## src/rtl/tx_arb_pkg.sv

```systemverilog
// Shared types and default widths for the serial-TX arbiter family.
package tx_arb_pkg;

    typedef enum logic [1:0] {
        IDLE  = 2'd0,
        GRANT = 2'd1,
        START = 2'd2,
        WAIT  = 2'd3
    } arb_state_t;

    localparam int DATA_W_DEF = 9;
    localparam int DVSR_W_DEF = 3;

endpackage

```

## src/rtl/rr_pick.sv

```systemverilog
// Combinational round-robin picker: first set request at or above ptr_i, wrapping at N.
module rr_pick #(
    parameter int N     = 4,
    parameter int PTR_W = $clog2(N)
) (
    input  logic [N-1:0]     req_i,
    input  logic [PTR_W-1:0] ptr_i,
    output logic [PTR_W-1:0] idx_o,
    output logic             valid_o
);

    always_comb begin : pick
        logic [PTR_W:0]   sum;
        logic [PTR_W-1:0] cand;
        logic             found;
        idx_o   = '0;
        valid_o = |req_i;
        found   = 1'b0;
        sum     = '0;
        cand    = '0;
        for (int k = 0; k < N; k++) begin
            // One spare bit on the sum so ptr+k never overflows before the wrap.
            sum = {1'b0, ptr_i} + (PTR_W+1)'(k);
            if (sum >= (PTR_W+1)'(N)) begin
                sum = sum - (PTR_W+1)'(N);
            end
            cand = sum[PTR_W-1:0];
            if (!found && req_i[cand]) begin
                found = 1'b1;
                idx_o = cand;
            end
        end
    end

endmodule

```

## src/rtl/tx_serial_arbiter.sv

```systemverilog
// Round-robin scheduler sharing one serial transmitter between N_REQ clients,
// with a watchdog that aborts a frame whose done pulse never arrives.
module tx_serial_arbiter
    import tx_arb_pkg::*;
#(
    parameter int N_REQ   = 4,
    parameter int DATA_W  = DATA_W_DEF,
    parameter int DVSR_W  = DVSR_W_DEF,
    parameter int TIMEOUT = 4096
) (
    input  logic                       clk_i,
    input  logic                       rst_i,
    input  logic [N_REQ-1:0]           req_i,
    input  logic [N_REQ*DATA_W-1:0]    data_i,
    input  logic [N_REQ*DVSR_W-1:0]    dvsr_i,
    output logic [N_REQ-1:0]           ack_o,
    output logic                       tx_start_o,
    output logic [DATA_W-1:0]          tx_data_o,
    output logic [DVSR_W-1:0]          tx_dvsr_o,
    input  logic                       tx_done_i,
    output logic                       busy_o,
    output logic [$clog2(N_REQ)-1:0]   owner_o,
    output logic                       err_o
);

    localparam int PTR_W = $clog2(N_REQ);
    localparam int WD_W  = $clog2(TIMEOUT);

    arb_state_t        state_q, state_d;
    logic [PTR_W-1:0]  winner_q, winner_d;
    logic [PTR_W-1:0]  rr_q, rr_d;
    logic [PTR_W-1:0]  owner_q, owner_d;
    logic [WD_W-1:0]   wd_q, wd_d;
    logic [DATA_W-1:0] data_q, data_d;
    logic [DVSR_W-1:0] dvsr_q, dvsr_d;

    logic [PTR_W-1:0]  pick_idx;
    logic              pick_valid;
    logic [PTR_W-1:0]  rr_inc;
    logic              timeout_hit;

    rr_pick #(
        .N     (N_REQ),
        .PTR_W (PTR_W)
    ) u_rr_pick (
        .req_i   (req_i),
        .ptr_i   (rr_q),
        .idx_o   (pick_idx),
        .valid_o (pick_valid)
    );

    assign rr_inc      = (winner_q == PTR_W'(N_REQ - 1)) ? '0 : winner_q + 1'b1;
    assign timeout_hit = (wd_q == WD_W'(TIMEOUT - 1));

    always_comb begin
        state_d  = state_q;
        winner_d = winner_q;
        rr_d     = rr_q;
        owner_d  = owner_q;
        wd_d     = wd_q;
        data_d   = data_q;
        dvsr_d   = dvsr_q;
        case (state_q)
            IDLE: begin
                if (pick_valid) begin
                    winner_d = pick_idx;
                    state_d  = GRANT;
                end
            end
            GRANT: begin
                data_d  = data_i[winner_q*DATA_W +: DATA_W];
                dvsr_d  = dvsr_i[winner_q*DVSR_W +: DVSR_W];
                owner_d = winner_q;
                state_d = START;
            end
            START: begin
                wd_d    = '0;
                state_d = WAIT;
            end
            WAIT: begin
                // A done pulse on the last watchdog cycle still counts as success.
                if (tx_done_i || timeout_hit) begin
                    rr_d    = rr_inc;
                    state_d = IDLE;
                end else begin
                    wd_d = wd_q + 1'b1;
                end
            end
            default: state_d = IDLE;
        endcase
    end

    always_ff @(posedge clk_i or negedge rst_i) begin
        if (!rst_i) begin
            state_q  <= IDLE;
            winner_q <= '0;
            rr_q     <= '0;
            owner_q  <= '0;
            wd_q     <= '0;
            data_q   <= '0;
            dvsr_q   <= '0;
        end else begin
            state_q  <= state_d;
            winner_q <= winner_d;
            rr_q     <= rr_d;
            owner_q  <= owner_d;
            wd_q     <= wd_d;
            data_q   <= data_d;
            dvsr_q   <= dvsr_d;
        end
    end

    for (genvar gi = 0; gi < N_REQ; gi++) begin : g_ack
        assign ack_o[gi] = (state_q == GRANT) && (winner_q == PTR_W'(gi));
    end

    assign tx_start_o = (state_q == START);
    assign busy_o     = (state_q != IDLE);
    assign err_o      = (state_q == WAIT) && !tx_done_i && timeout_hit;
    assign tx_data_o  = data_q;
    assign tx_dvsr_o  = dvsr_q;
    assign owner_o    = owner_q;

endmodule
```

## config.mk

```make
export PLATFORM = sky130hd
export DESIGN_NAME = tx_serial_arbiter
export DESIGN_NICKNAME = d
export VERILOG_FILES = /design/src/rtl/tx_arb_pkg.sv /design/src/rtl/rr_pick.sv /design/src/rtl/tx_serial_arbiter.sv
export SDC_FILE = /design/constraint.sdc
export NUM_CORES = 1
export LEC_CHECK = 0
export CAP_MARGIN = 30
export CORE_MARGIN = 5
export CORE_UTILIZATION = 40
export CTS_CLUSTER_SIZE = 14
export DETAILED_ROUTE_END_ITERATION = 7
export PLACE_DENSITY = 0.74
export SYNTH_ARGS = -nofsm -noshare
export SYNTH_HDL_FRONTEND = slang
export SYNTH_HIERARCHICAL = 1
export SYNTH_SLANG_ARGS = --single-unit
```

## constraint.sdc

```tcl
create_clock -name clk_i -period 1.68 [get_ports clk_i]
set_input_delay 0.336 -clock clk_i [delete_from_list [all_inputs] [get_ports clk_i]]
set_output_delay 0.336 -clock clk_i [all_outputs]
set_load 0.05 [all_outputs]
```

* Word level (Yosys, flattened, before mapping)
Cells that the tools add are included.
** Cells by class
- Add/sub/neg operators :: 9
- Multiply operators :: 2
- $lt $le $gt $ge :: 8
- Equal/unequal tests :: 10
- Shift-type cells :: 2
- Mux-type cells :: 25
- Reductions and logical operators :: 23
** Operators by type and width (count)
- 36-bit by 7-bit variable part select with 9-bit output :: 1
- 12-bit one-hot mux with 2 select lines :: 1
- 2-bit two-way mux :: 11
- 12-bit by 1-bit adder with 12-bit output, second input constant :: 1
- 12-bit == test, second input constant :: 1
- 2-bit by 3-bit less-than comparator with 1-bit output, second input constant :: 4
- 12-bit two-way mux :: 1
- 12-bit by 5-bit variable part select with 3-bit output :: 1
- 3-bit >= comparator, second input constant :: 3
- 1-bit logical AND :: 9
- 1-bit binary-select mux with 2-bit select :: 4
- 2-bit == test, second input constant :: 4
- 2-bit one-hot mux with 4 select lines :: 1
- 2-bit AND reduction :: 4
- 2-bit by 1-bit subtractor with 2-bit output, second input constant :: 4
- 1-bit two-way mux :: 7
- 2-bit by 2-bit adder with 3-bit output, second input constant :: 2
- 2-bit by 4-bit multiplier with 6-bit output, second input constant :: 1
- 2-bit inequality test, second input constant :: 3
- 2-bit by 1-bit == test with 1-bit output, second input constant :: 2
- 1-bit logical NOT :: 4
- 2-bit logical NOT :: 2
- 2-bit by 2-bit multiplier with 4-bit output, second input constant :: 1
- 2-bit nonzero test :: 2
- other kinds (5) :: 5
** Word-level totals
- Flip-flop bits (word level) :: 32
- Bits of input ports :: 55
- Output and inout bits :: 21
- Word-level logic and storage cells :: 86

* Longest topological paths before layout
- Depth after elaboration :: 14
- Gate-level depth with buffers :: 5
- Mapped depth without buffers :: 5

* Hierarchy
Netlist, hierarchy kept.
** By module, submodules not included
- tx_serial_arbiter :: instances 1, cells each 148, area each 1913.1 sq um, sequential area each 800.8 sq um
- rr_pick :: instances 1, cells each 15, area each 77.6 sq um, sequential area each 0.0 sq um

* Worst setup path before layout
OpenSTA, ideal clock, no wires.
- Path kind :: register to output
- Start :: register wd_q[0]
- End :: output port err_o
- Arrival :: 1.935 ns
- Data required time :: 1.344 ns
- Path slack :: -0.591 ns
- Stages on the path, launching flop included :: 5
- Path through :: dfrtp_1 > ha_1 > nand3_4 > or4_4 > nor2_1
** On the way
- Word-level cells in the longest chain between the ends :: 2
** Ends and longest elaborated chain
- start, declared :: line tx_serial_arbiter.sv:33 : logic [WD_W-1:0] wd_q, wd_d;
- start signal, assigned :: line tx_serial_arbiter.sv:107 : wd_q <= wd_d;
- 12-bit == test :: line tx_serial_arbiter.sv:53 : assign timeout_hit = (wd_q == WD_W'(TIMEOUT - 1));
- 1-bit logical AND :: line tx_serial_arbiter.sv:119 : assign err_o = (state_q == WAIT) && !tx_done_i && timeout_hit;
- end, declared :: line tx_serial_arbiter.sv:23 : output logic err_o
Every way passes these cells.

* Worst setup path in the final report
- Start :: register wd_q[1]
- End :: output port err_o
The elaborated chain is that of the path after synthesis.

==> results.md <==
- WL met1: 2314 um
- Yosys Warn Count: 6
- Total wire length: 5837 um
- PD cells: 1570 nW/um^2
- Largest net degree at the start of global routing: 33
- IO buf count: 75
- # clock sinks: 32
- Status: finished with violations
- Finished layout cell area: 3488 sq um
- ANT cells: 0
- Initial DRT Pass Iterations: 4
- Final setup fails: 15
- CP Launch Point: wd_q[1]
- First-pass GRT wire length: 8914 um
- Top routing layer used: met4
- Num rows: 25
- Root Driver: clkbuf_8
- # DRC: 0
- Crit end category: primary output
- Core area: 4786 sq um
- Synth Instances: 163
- DRT antenna net count: 0
- Hold-fix buffers at CTS: 0
- GRT Total Usage: 18.40%
- Die Y: 80.55 um
- MaxCap Viol Count: 0
- Fmax: 497.2 MHz
- Die outline width: 80.55 um
- Most frequent cells in the layout: 54 x clkdlybuf4s50_1, 54 x buf_4, 31 x dfrtp_1, 16 x mux2_2, 12 x mux4_2
- Pins Over Slew Limit: 0
- Mean post-synth cell area: 12.21 sq um
- Met2 WL: 3039 um
- Num CTS Buffers: 5
- Initial core utilization: 41.59%
- Post-synth EDFFs: 0
- Hpwl dp: 4053 um
- Mapped Area: 1991 sq um
- Area growth, synth to finish: 75.24%
- CTS HTree Levels: 2
- Initial antenna violation count: 0
- DP Area: 3133 sq um
- Reg2reg start: wd_q[1]
- Routed vias/inst: 5.153
- Distinct cells, synth: 39
- Total die area: 6488 sq um
- DRT iter0 DRCs: 89
- Worst path arrival time: 1.68 ns
- Fill cells: 316
- CP startpoint kind: flip-flop
- Grt total ovfl: 0
- Final worst clock skew: 0.008261 ns
- Final Wtd Congestion: 0.8148
- Failing checks: negative setup slack
- Metal3 WL: 352 um
- P_leak: 1.488 nW
- Main synth FF type: dfrtp_1
- Longest Clk Path Bufs: 2
- Share of the yosys chip area belonging to registers: 40.23%
- HP Class: input pin to async pin
- Required time at the worst-slack endpoint: 1.34 ns
- Reg2Reg Depth: 8
- Synthesized flop and latch total: 32
- Unrepaired setup endpoints after global routing: true
- Clk_lat worst skew: 0.29 ns
- Worst-margin pin slew: 0.4190 ns
- Nets@finish: 350
- Vias: 1,819
- Peak supply drop: 1.224 mV
- Clock Pin Slew Worst Setup and Hold Paths: 0.07 ns
- IO Count: 76
- Crit path time final: 2.011 ns
- Final cell count without fillers: 353
- CP Max Fanout: 2
- Share of layout cells above drive strength 1: 47.55%
- DP Cell Count: 331
- Final worst setup slack: -0.3312 ns
- Relative slew slack: 72.07%
- Ys async rst share: 100.0%
- Period Utilization, post-route: 119.7%
- Synth Net Count: 228
- CTS tree: built
- Critical setup path kind: flip-flop to primary output
- Dpl ws: -0.1007 ns
- Per-cell routed wire length: 16.54 um
- Vias in the first global route: 1,856
- Hold Violations, Final: 0
==> worst max-delay path, cell delays in order (launching register included) <==
cell,delay (ns)
dfrtp_1,0.40
ha_4,0.17
nand3_4,0.07
or4_4,0.45
nor2_4,0.15
buf_12,0.14
==> metrics by stage <==
stage	power [mW]	util (%)	TNS [ns]	hold slack, ns
global placement	4.397	65.46	-0.6678	0.4909
finish	5.477	72.89	-2.475	0.4407
global route	5.779	72.89	-3.437	0.4954
detailed placement	4.438	65.46	-0.9052	0.4977
floorplan	3.301	-	-0.1891	0.04041
CTS	5.344	71.24	-3.229	0.4610
==> final timing paths <==
path | to | slack (ns)
setup / recovery | err_o | -0.33
hold / removal | tx_dvsr_o[0] | 0.44
setup reg to reg | wd_q[8] | -0.26
hold reg to reg | tx_data_o[5] | 0.51
max in group asynchronous | winner_q[1] | 0.92
min in group clk_i | tx_data_o[5] | 0.51
==> final cells by class <==
type / instances / area, sq um / share of cell area, %
well taps: 67 / 83.83 / 2.403
clock buffers: 6 / 72.57 / 2.080
multi-input cells: 115 / 1290 / 36.98
flip-flops and latches: 32 / 802.0 / 22.99
inverters: 10 / 42.54 / 1.220
repair buffers: 121 / 1162 / 33.32
clock inverters: 2 / 35.03 / 1.004
==> power by group <==
part	leakage (nW)	total (mW)	internal, mW	switching [mW]
Sequential	0.400	1.25	1.05	0.192
Clock	0.0552	0.745	0.440	0.305
Combinational	1.03	3.48	1.69	1.80
==> metal layers <==
layer	vias up	track usage, %
met3	11	4.260
met2	51	32.70
met1	903	20.78
li1	854	-
met5	-	0
met4	0	8.277
==> cells in the mapped netlist, types with 2 or more instances <==
| master | number | area, sq um |
|---|---|---|
| dfrtp_1 | 32 | 800.8 |
| mux2_2 | 17 | 191.4 |
| mux4_2 | 12 | 270.3 |
| ha_1 | 10 | 125.1 |
| inv_1 | 9 | 33.78 |
| nand2_1 | 8 | 30.03 |
| and2_1 | 7 | 43.79 |
| nand3_1 | 7 | 35.03 |
| a221o_1 | 5 | 50.05 |
| mux2i_1 | 5 | 50.05 |
| nor4_1 | 5 | 31.28 |
| a21oi_1 | 4 | 20.02 |
| clkbuf_1 | 4 | 15.01 |
| nor2_1 | 4 | 15.01 |
| mux2_1 | 3 | 33.78 |
| nand2b_1 | 3 | 18.77 |
| nor3_1 | 3 | 15.01 |
| buf_2 | 2 | 10.01 |
| nand4_1 | 2 | 12.51 |
| o21ai_0 | 2 | 10.01 |
==> cells by family (layout without fill, tap and decap cells) <==
family                   after synthesis  in the layout  synth area share, %
AO/OA/AOI/OAI                         19             19                7.983
adder cells (fa/ha/maj)               10             10                6.285
buffers and inverters                 16            139                3.142
flip-flops                            32             32                40.23
multiplexers                          37             37                27.40
AND/OR/NAND/NOR                       49             49                14.96
==> flip-flops by register name (all words and copies together), names as in the netlist <==
name,flops
owner_o,2
rr_q,2
state_q,2
tx_data_o,9
tx_dvsr_o,3
wd_q,12
winner_q,2
==> repair_timing <==
item	in CTS	in global routing
buffers inserted	10	6
pin swaps	8	8
gates resized for setup	21	15
setup endpoints to repair	15	22
Note: power is estimated with default switching activity, not from simulation.
